**src/rtl/core_pkg.sv**
```systemverilog
// Shared micro-op field positions and bundle-count encoding for decode, queue and execute.
package core_pkg;

    localparam int unsigned UOP_W_DEF       = 20;
    localparam int unsigned FLAG_WR_BIT_DEF = 12;
    localparam int unsigned FLAG_RD_BIT_DEF = 15;
    localparam int unsigned CNT_W           = 2;

    // in_count carries "number of uops minus one"
    typedef logic [CNT_W-1:0] ucnt_t;

    function automatic int unsigned uop_num(ucnt_t cnt);
        return 32'(cnt) + 32'd1;
    endfunction

endpackage

```
**src/rtl/uop_queue_if.sv**
```systemverilog
// Decoder-to-queue bundle handshake and queue-to-execute issue handshake.
interface uop_queue_if
    import core_pkg::*;
#(
    parameter int unsigned UOP_W    = UOP_W_DEF,
    parameter int unsigned MAX_UOPS = 3
);

    logic                      in_valid;
    logic                      in_ready;
    logic [MAX_UOPS*UOP_W-1:0] in_uops;
    ucnt_t                     in_count;
    logic                      out_valid;
    logic                      out_ready;
    logic [UOP_W-1:0]          out_uop;
    logic                      out_last;

    modport master (
        output in_valid, in_uops, in_count, out_ready,
        input  in_ready, out_valid, out_uop, out_last
    );

    modport slave (
        input  in_valid, in_uops, in_count, out_ready,
        output in_ready, out_valid, out_uop, out_last
    );

endinterface

```
**src/rtl/uop_ring.sv**
```systemverilog
// Queue storage: several same-cycle writes to distinct entries, one asynchronous read port.
module uop_ring #(
    parameter int unsigned DEPTH = 8,
    parameter int unsigned WIDTH = 21,
    parameter int unsigned LANES = 3
) (
    input  logic                                  clk,
    input  logic [LANES-1:0]                      wr_en,
    input  logic [LANES-1:0][$clog2(DEPTH)-1:0]   wr_addr,
    input  logic [LANES-1:0][WIDTH-1:0]           wr_data,
    input  logic [$clog2(DEPTH)-1:0]              rd_addr,
    output logic [WIDTH-1:0]                      rd_data
);

    logic [WIDTH-1:0] mem [DEPTH];

    // Storage is deliberately unreset; pointers alone define validity
    always_ff @(posedge clk) begin
        for (int k = 0; k < int'(LANES); k++) begin
            if (wr_en[k]) begin
                mem[wr_addr[k]] <= wr_data[k];
            end
        end
    end

    assign rd_data = mem[rd_addr];

endmodule

```
**src/rtl/uop_queue.sv**
```systemverilog
// Micro-op queue between decode and execute with a status-flag scoreboard.
module uop_queue
    import core_pkg::*;
#(
    parameter int unsigned UOP_W       = UOP_W_DEF,
    parameter int unsigned MAX_UOPS    = 3,
    parameter int unsigned DEPTH       = 8,
    parameter int unsigned FLAG_WR_BIT = FLAG_WR_BIT_DEF,
    parameter int unsigned FLAG_RD_BIT = FLAG_RD_BIT_DEF
) (
    input  logic                     clk,
    input  logic                     a_rst,
    input  logic                     hold,
    input  logic                     flush,
    input  logic                     sf_written,
    output logic                     sf_busy,
    output logic [$clog2(DEPTH):0]   occupancy,
    uop_queue_if.slave               bus
);

    localparam int unsigned PW = $clog2(DEPTH);
    localparam int unsigned OW = PW + 1;
    localparam int unsigned RW = UOP_W + 1;

    logic [PW-1:0]                  rd_ptr;
    logic [PW-1:0]                  wr_ptr;
    logic [RW-1:0]                  head;
    logic [MAX_UOPS-1:0]            wen;
    logic [MAX_UOPS-1:0][PW-1:0]    waddr;
    logic [MAX_UOPS-1:0][RW-1:0]    wdata;
    logic                           empty_c;
    logic                           accept_c;
    logic                           issue_c;

    assign empty_c       = (occupancy == '0);
    assign bus.out_uop   = head[UOP_W-1:0];
    assign bus.out_last  = head[UOP_W] & ~empty_c;
    assign bus.out_valid = ~empty_c & ~hold & ~(sf_busy & head[FLAG_RD_BIT]);
    // Free space is judged before any same-cycle issue
    assign bus.in_ready  = (DEPTH - 32'(occupancy)) >= uop_num(bus.in_count);
    assign accept_c      = bus.in_valid & bus.in_ready & ~hold & ~flush;
    assign issue_c       = bus.out_valid & bus.out_ready & ~flush;

    // Slot k lands at wr_ptr + (in_count - k): the highest slot issues first, slot 0 last
    always_comb begin
        wen   = '0;
        waddr = '0;
        wdata = '0;
        for (int k = 0; k < int'(MAX_UOPS); k++) begin
            wen[k]   = accept_c && (32'(k) <= 32'(bus.in_count));
            waddr[k] = wr_ptr + PW'(bus.in_count) - PW'(k);
            wdata[k] = {(k == 0), bus.in_uops[k*UOP_W +: UOP_W]};
        end
    end

    uop_ring #(
        .DEPTH (DEPTH),
        .WIDTH (RW),
        .LANES (MAX_UOPS)
    ) u_ring (
        .clk     (clk),
        .wr_en   (wen),
        .wr_addr (waddr),
        .wr_data (wdata),
        .rd_addr (rd_ptr),
        .rd_data (head)
    );

    always_ff @(posedge clk or negedge a_rst) begin
        if (!a_rst) begin
            rd_ptr    <= '0;
            wr_ptr    <= '0;
            occupancy <= '0;
            sf_busy   <= 1'b0;
        end else if (flush) begin
            rd_ptr    <= '0;
            wr_ptr    <= '0;
            occupancy <= '0;
            sf_busy   <= 1'b0;
        end else if (!hold) begin
            if (accept_c) begin
                wr_ptr <= wr_ptr + PW'(uop_num(bus.in_count));
            end
            if (issue_c) begin
                rd_ptr <= rd_ptr + PW'(1);
            end
            occupancy <= occupancy + (accept_c ? OW'(uop_num(bus.in_count)) : OW'(0))
                         - OW'(issue_c);
            // A new flag writer wins over a same-cycle commit of the older one
            if (issue_c && head[FLAG_WR_BIT]) begin
                sf_busy <= 1'b1;
            end else if (sf_written) begin
                sf_busy <= 1'b0;
            end
        end
    end

endmodule
```
**src/flat_wrapper.sv**
```systemverilog
// flat-port wrapper written by rule: the top's interface ports become plain ports
module uop_queue_flat import core_pkg::*;
#(
    parameter int unsigned UOP_W       = UOP_W_DEF,
    parameter int unsigned MAX_UOPS    = 3,
    parameter int unsigned DEPTH       = 8,
    parameter int unsigned FLAG_WR_BIT = FLAG_WR_BIT_DEF,
    parameter int unsigned FLAG_RD_BIT = FLAG_RD_BIT_DEF
)
  (clk, a_rst, hold, flush, sf_written, sf_busy, occupancy, bus_in_valid, bus_in_uops, bus_in_count, bus_out_ready, bus_in_ready, bus_out_valid, bus_out_uop, bus_out_last);
  uop_queue_if #(.UOP_W(UOP_W), .MAX_UOPS(MAX_UOPS)) bus_i ();
  input  logic clk;
  input  logic a_rst;
  input  logic hold;
  input  logic flush;
  input  logic sf_written;
  output logic sf_busy;
  output logic [$clog2(DEPTH):0] occupancy;
  input wire logic [$bits(bus_i.in_valid)-1:0] bus_in_valid;
  input wire logic [$bits(bus_i.in_uops)-1:0] bus_in_uops;
  input wire logic [$bits(bus_i.in_count)-1:0] bus_in_count;
  input wire logic [$bits(bus_i.out_ready)-1:0] bus_out_ready;
  output wire logic [$bits(bus_i.in_ready)-1:0] bus_in_ready;
  output wire logic [$bits(bus_i.out_valid)-1:0] bus_out_valid;
  output wire logic [$bits(bus_i.out_uop)-1:0] bus_out_uop;
  output wire logic [$bits(bus_i.out_last)-1:0] bus_out_last;
  assign bus_i.in_valid = bus_in_valid;
  assign bus_i.in_uops = bus_in_uops;
  assign bus_i.in_count = bus_in_count;
  assign bus_i.out_ready = bus_out_ready;
  assign bus_in_ready = bus_i.in_ready;
  assign bus_out_valid = bus_i.out_valid;
  assign bus_out_uop = bus_i.out_uop;
  assign bus_out_last = bus_i.out_last;
  uop_queue #(.UOP_W(UOP_W), .MAX_UOPS(MAX_UOPS), .DEPTH(DEPTH), .FLAG_WR_BIT(FLAG_WR_BIT), .FLAG_RD_BIT(FLAG_RD_BIT)) u_core (.clk(clk), .a_rst(a_rst), .hold(hold), .flush(flush), .sf_written(sf_written), .sf_busy(sf_busy), .occupancy(occupancy), .bus(bus_i));
endmodule
```
**config.mk**
```make
export PLATFORM = sky130hd
export DESIGN_NAME = uop_queue_flat
export DESIGN_NICKNAME = d
export VERILOG_FILES = /design/src/rtl/core_pkg.sv /design/src/rtl/uop_queue_if.sv /design/src/rtl/uop_ring.sv /design/src/rtl/uop_queue.sv /design/src/flat_wrapper.sv
export SDC_FILE = /design/constraint.sdc
export NUM_CORES = 1
export LEC_CHECK = 0
export CORE_MARGIN = 3
export CORE_UTILIZATION = 40
export DETAILED_ROUTE_END_ITERATION = 6
export DONT_BUFFER_PORTS = 1
export PLACE_DENSITY_LB_ADDON = 0.3
export SYNTH_ARGS = -nofsm -noshare
export SYNTH_HDL_FRONTEND = slang
export SYNTH_SLANG_ARGS = --single-unit
```
**constraint.sdc**
```tcl
create_clock -name clk -period 4.7 [get_ports clk]
set_input_delay 0.47 -clock clk [delete_from_list [all_inputs] [get_ports clk]]
set_output_delay 0.47 -clock clk [all_outputs]
set_load 0.02 [all_outputs]
```
[Yosys cells after proc, flatten, opt, wreduce, memory -nomap -nowiden]
Memories as Yosys holds them, arrays and structs flattened.
Index checks and enable logic that the tools add are counted.
Word-level totals
  flip-flop bits (word level): 11
  RAM bits: 168
  output and inout port bits: 28
  logic and storage cells: 60
  memories: 1
Operators by class
  $add $sub $neg: 9
  $lt $le $gt $ge: 3
  eq/ne operators: 1
  muxes and demuxes: 19
  bitwise gates (word level): 13
  reduce and logical (&&, ||, !) cells: 10
Memories
  u_core.u_ring.mem: words 8, bits a word 21, rd ports 1, clocked after Yosys merged registers in 0, write ports 3, RTL line uop_ring.sv:15  | logic [WIDTH-1:0] mem [DEPTH];
Operator list (count)
  greater-or-equal comparator 32 bit: 1
  2-to-1 mux 3 bit: 6
  2-to-1 mux 4 bit: 3
  2-to-1 mux 1 bit: 10
  AND 1 bit: 9
  AND reduction 2 bit: 3
  subtractor 4 x 4 -> 5 bit, first input constant: 1
  adder 4 bit: 1
  zero test 4 bit: 1
  NOT 1 bit: 4
  nonzero test 2 bit: 2
  subtractor 4 x 1 -> 4 bit: 1
  adder 2 x 1 -> 3 bit, second input constant: 1
  adder 3 x 1 -> 3 bit, second input constant: 1
  adder 3 x 2 -> 3 bit: 1
  adder 3 bit: 1
  logical AND 1 bit: 3
  nonzero test 3 bit: 1
  subtractor 3 x 1 -> 3 bit, second input constant: 1
  subtractor 3 x 2 -> 3 bit, second input constant: 1
  <= comparator 1 x 2 -> 1 bit, first input constant: 1
  <= comparator 2 bit, first input constant: 1
  != test 2 x 1 -> 1 bit, second input constant: 1

[Longest topological paths before layout]
  depth after elaboration: 10
  depth in mapped cells: 18
  mapped depth without buffers: 16

[Modules after synthesis]
Synthesis repeated with hierarchy kept, for this count alone.
Unflattened totals
  cells, all modules: 1020
  area, all modules: 11544.8 um^2
Modules (own cells, without submodules)
  uop_ring: times used 1, cells each 904, area each 10476.3 um^2, sequential area each 5044.8 um^2
  uop_queue: times used 1, cells each 116, area each 1068.5 um^2, sequential area each 275.3 um^2

[Worst setup path before layout]
No wires, ideal clock.
  kind: input-to-reg
  from: in bus_in_count[0]
  to: reg u_core.occupancy[3]
  library setup time: 78 ps
  data arrival time: 3571 ps
  data required time: 4622 ps
  slack: 1051 ps
  cell stages on the path: 18
  path through: inv_1 -> ha_1 -> inv_1 -> ha_1 -> a21o_1 -> a211oi_4 -> buf_4 -> buf_2 -> nor3_1 -> nand2_1 -> ha_1 -> inv_1 -> ha_1 -> a21o_1 -> a21oi_1 -> xor2_1 -> or3_1 -> a21oi_1
Between the ends
  cells in the longest elaborated chain, start to end: 10
RTL lines
  from (decl): RTL line flat_wrapper.sv:21  | input wire logic [$bits(bus_i.in_count)-1:0] bus_in_count;
  adder 2 x 1 -> 3 bit (*): RTL line core_pkg.sv:13  | return 32'(cnt) + 32'd1;
  greater-or-equal comparator 32 bit: RTL line uop_queue.sv:40  | assign bus.in_ready = (DEPTH - 32'(occupancy)) >= uop_num(bus.in_count);
  AND 1 bit (3 in a row): RTL line uop_queue.sv:41  | assign accept_c = bus.in_valid & bus.in_ready & ~hold & ~flush;
  2-to-1 mux 4 bit (*): RTL line uop_queue.sv:87  | occupancy <= occupancy + (accept_c ? OW'(uop_num(bus.in_count)) : OW'(0))
  adder 4 bit (*): RTL line uop_queue.sv:87
  subtractor 4 x 1 -> 4 bit (*): RTL line uop_queue.sv:88  | - OW'(issue_c);
  2-to-1 mux 4 bit (*): RTL line uop_queue.sv:80  | end else if (!hold) begin
  2-to-1 mux 4 bit (*): RTL line uop_queue.sv:75  | end else if (flush) begin
  to (signal assigned): RTL line uop_queue.sv:87
  to (decl): RTL line uop_queue.sv:17  | output logic [$clog2(DEPTH):0] occupancy,
Mark *: on every way between the ends. The rest lies on a longest branch, timed or not. The select of a mux whose other input is x is not followed.
A chain may end at the register's enable or synchronous reset.

==> impl_metrics.yaml <==
timing:
  finalHoldViolCount: 0
  tns_ns: 0
  rsz0062_at_grt: "no"
  worst_pin_slew_ns: 1.44
  setup_viol: 0
  relSlewSlack_pct: 2.71
  hold_ws_ns: 0.0859
  fin_crit_sh_pct: 80.9
  final_max_slew_viol_count: 0
  finalCriticalPeriod_ns: 3.80
  skew_ns: 0.0180
  max_freq_mhz: 263
global_routing:
  gr-total-overflow: 0
  antenna_found_initial: 1
  grt_pass1_wl_mm: 58.8
  grt_usage_pct: 26.9
  grt_max_degree: 59
  grt_pass1_vias: 8841
status:
  outcome: "completed"
clocking:
  cts_resized: 0
  cts.clk_slew.worst_paths_ns: 0.08
  cts_htree_levels: 4
  cts_buffer_depth: 2
  cts_root_buf: "clkbuf_16"
  cts_sinks: 179
  cts_tree: "yes"
  numCtsBuffers: 17
  insertion_delay_ns: 0.44
finish:
  drive_gt1_share_pct: 19.7
  fin_cells: 1234
  antenna_cells: 0
  area_delta_synth_final_pct: 9.09
  nFillCells: 2418
  nets: 969
  final_cell_area_um2: 12100
yosys:
  synth.most_common_cell: "edfxtp_1"
  syn_nets: 1023
  ys_seq_area_share_pct: 47.4
  avgSynthCellArea_um2: 11.8
  synthFlopType: "edfxtp_1"
  synth_edf_count: 160
  ys_ff_latch: 179
  synth_commonest_cells: "edfxtp_1 (160), a32oi_1 (80), o2bb2ai_1 (80)"
  synth_cell_types: 54
  yosysTopAreaCell: "edfxtp_1"
  synth_area_leaders: "edfxtp_1 (43%), mux4_2 (8.1%), a32oi_1 (6.3%)"
  synth.top_cell.area_share_pct: 43.5
  synthArstFlopShare_pct: 6.15
  yosysWarnings: 0
  syn_inst: 934
  synth_area_um2: 11100
route:
  drc: 0
  num_vias: 9058
  post_drt_wl_per_cell_um: 32.5
  dr.pass1.iters: 5
  drt_wl_total_mm: 40.1
  vias_per_cell: 7.34
  ant_nets: 0
  drtIter0Drc: 1212
critical_path:
  path_class: "flop to flop"
  required_ns: 4.88
  reg2reg_setup_slack_ns: 0.90
  arrival_ns: 3.99
  crit_path_start_kind: "flop"
  r2r_end: "u_core.u_ring.mem[1][8]"
  r2r-start: "u_core.occupancy[0]"
  critPathMaxFanout: 37
  r2r_cells: 10
  cp-end-kind: "flop"
power_and_ir_drop:
  peakVddDrop_uv: 205
  power.density_nw_per_um2: 370
  p_leak_nw: 3.99
  power_mw: 4.46
floorplan:
  io_pins: 97
  core-area_um2: 27000
  die-height_um: 172
  die_w_um: 172
  die-area_um2: 29700
  rows: 60
  start_util_pct: 40.9
placement:
  place_area_um2: 11400
  dpl.cell_count: 1201
  gp_congestion: 0.838
  dp_hpwl_mm: 23.9
  io_buffers: 0
run:
  max_cap_violations: 0
min_path:
  hold_start: "flush"
  whs_path_depth: 1
  hp-class: "primary input to flop"
  holdPathEnd: "u_core.occupancy[3]"
## cell usage in the layout (no fill, tap or decap), drive strengths merged, types with 15 or more instances in the layout
cell / n
nor2: 21
a221o: 59
a32oi: 80
nor3: 61
o2bb2ai: 80
and2: 22
mux4: 40
ha: 17
edfxtp: 160
a21oi: 15
inv: 19
nand2: 50
mux2: 24
nand3: 39
clkbuf: 19
buf: 49
## where the power goes
| group | internal (mW) | switching [mW] | total [mW] |
|---|---|---|---|
| registers | 1.80 | 0.0457 | 1.84 |
| logic | 0.293 | 0.836 | 1.13 |
| clock network | 0.823 | 0.668 | 1.49 |
| total | 2.91 | 1.55 | 4.46 |
## flip-flops by register name, summed over array words and instances (netlist names)
signal / count
u_core.wr_ptr: 3
u_core.u_ring.mem: 168
u_core.occupancy: 4
u_core.rd_ptr: 3
u_core.sf_busy: 1
## worst max-delay path: stages (launching register included)
cell and delay (ns):
dfrtp_1 0.50, inv_1 0.14, ha_1 0.32, ha_1 0.31, a21o_1 0.19, a211oi_4 0.44, buf_12 0.29, buf_4 0.29
nor2_2 0.21, a221o_1 0.58, buf_12 0.25
## cells by family after synthesis
logic type | share of synthesized area (%)
simple gates | 10.4
mux | 11.0
flops | 47.4
compound gates | 22.8
buf+inv | 5.23
xor+xnor | 0.623
fa+ha+maj | 2.47
## repair_timing
action                                  CTS  global route
endpoints found under the setup margin    0             0
hold buffers                              1             0
endpoints found under the hold margin    11             0
buffers inserted                          0             0
## worst max path at each step
stage | start | to | slack, ns | cells past startpoint
after global placement | u_core.rd_ptr[1] | u_core.occupancy[3] | 0.97 | 12
after CTS | u_core.rd_ptr[1] | u_core.occupancy[3] | 0.93 | 12
after global routing | u_core.rd_ptr[1] | u_core.occupancy[3] | 0.70 | 12
after detailed placement | u_core.rd_ptr[1] | u_core.occupancy[3] | 0.95 | 12
final | u_core.occupancy[0] | u_core.u_ring.mem[1][8] | 0.90 | 10
after floorplan | bus_in_count[0] | u_core.occupancy[3] | 1.05 | 18
## final cells by class
cell class	instances	area, µm²	area share, %
flip-flops and latches	179	5250	43.5
clock inverters	13	148	1.22
multi-input cells	618	5320	44.1
well taps	341	427	3.54
inverters	14	52.6	0.436
clock buffers	19	453	3.76
repair buffers	50	415	3.44
## per-layer routing
| layer | share of wire, % | GRT usage [%] | vias up | routed length (µm) |
|---|---|---|---|---|
| met5 | 0.032 | 0 | - | 13 |
| met2 | 44 | 40.5 | 698 | 17800 |
| met3 | 14 | 8.64 | 109 | 5480 |
| met1 | 38 | 36.3 | 4486 | 15400 |
| met4 | 3.7 | 10.6 | 2 | 1480 |
| li1 | - | - | 3763 | - |
## per-stage QoR
step | utilization [%] | setup WS [ns]
5_1_grt | 44.6 | 0.701
3_5_place_dp | 42.4 | 0.950
3_3_place_gp | 42.4 | 0.974
4_1_cts | 44.6 | 0.930
2_1_floorplan | - | 1.05
6_report | 44.6 | 0.898
Power figures use the tool's default switching activity.
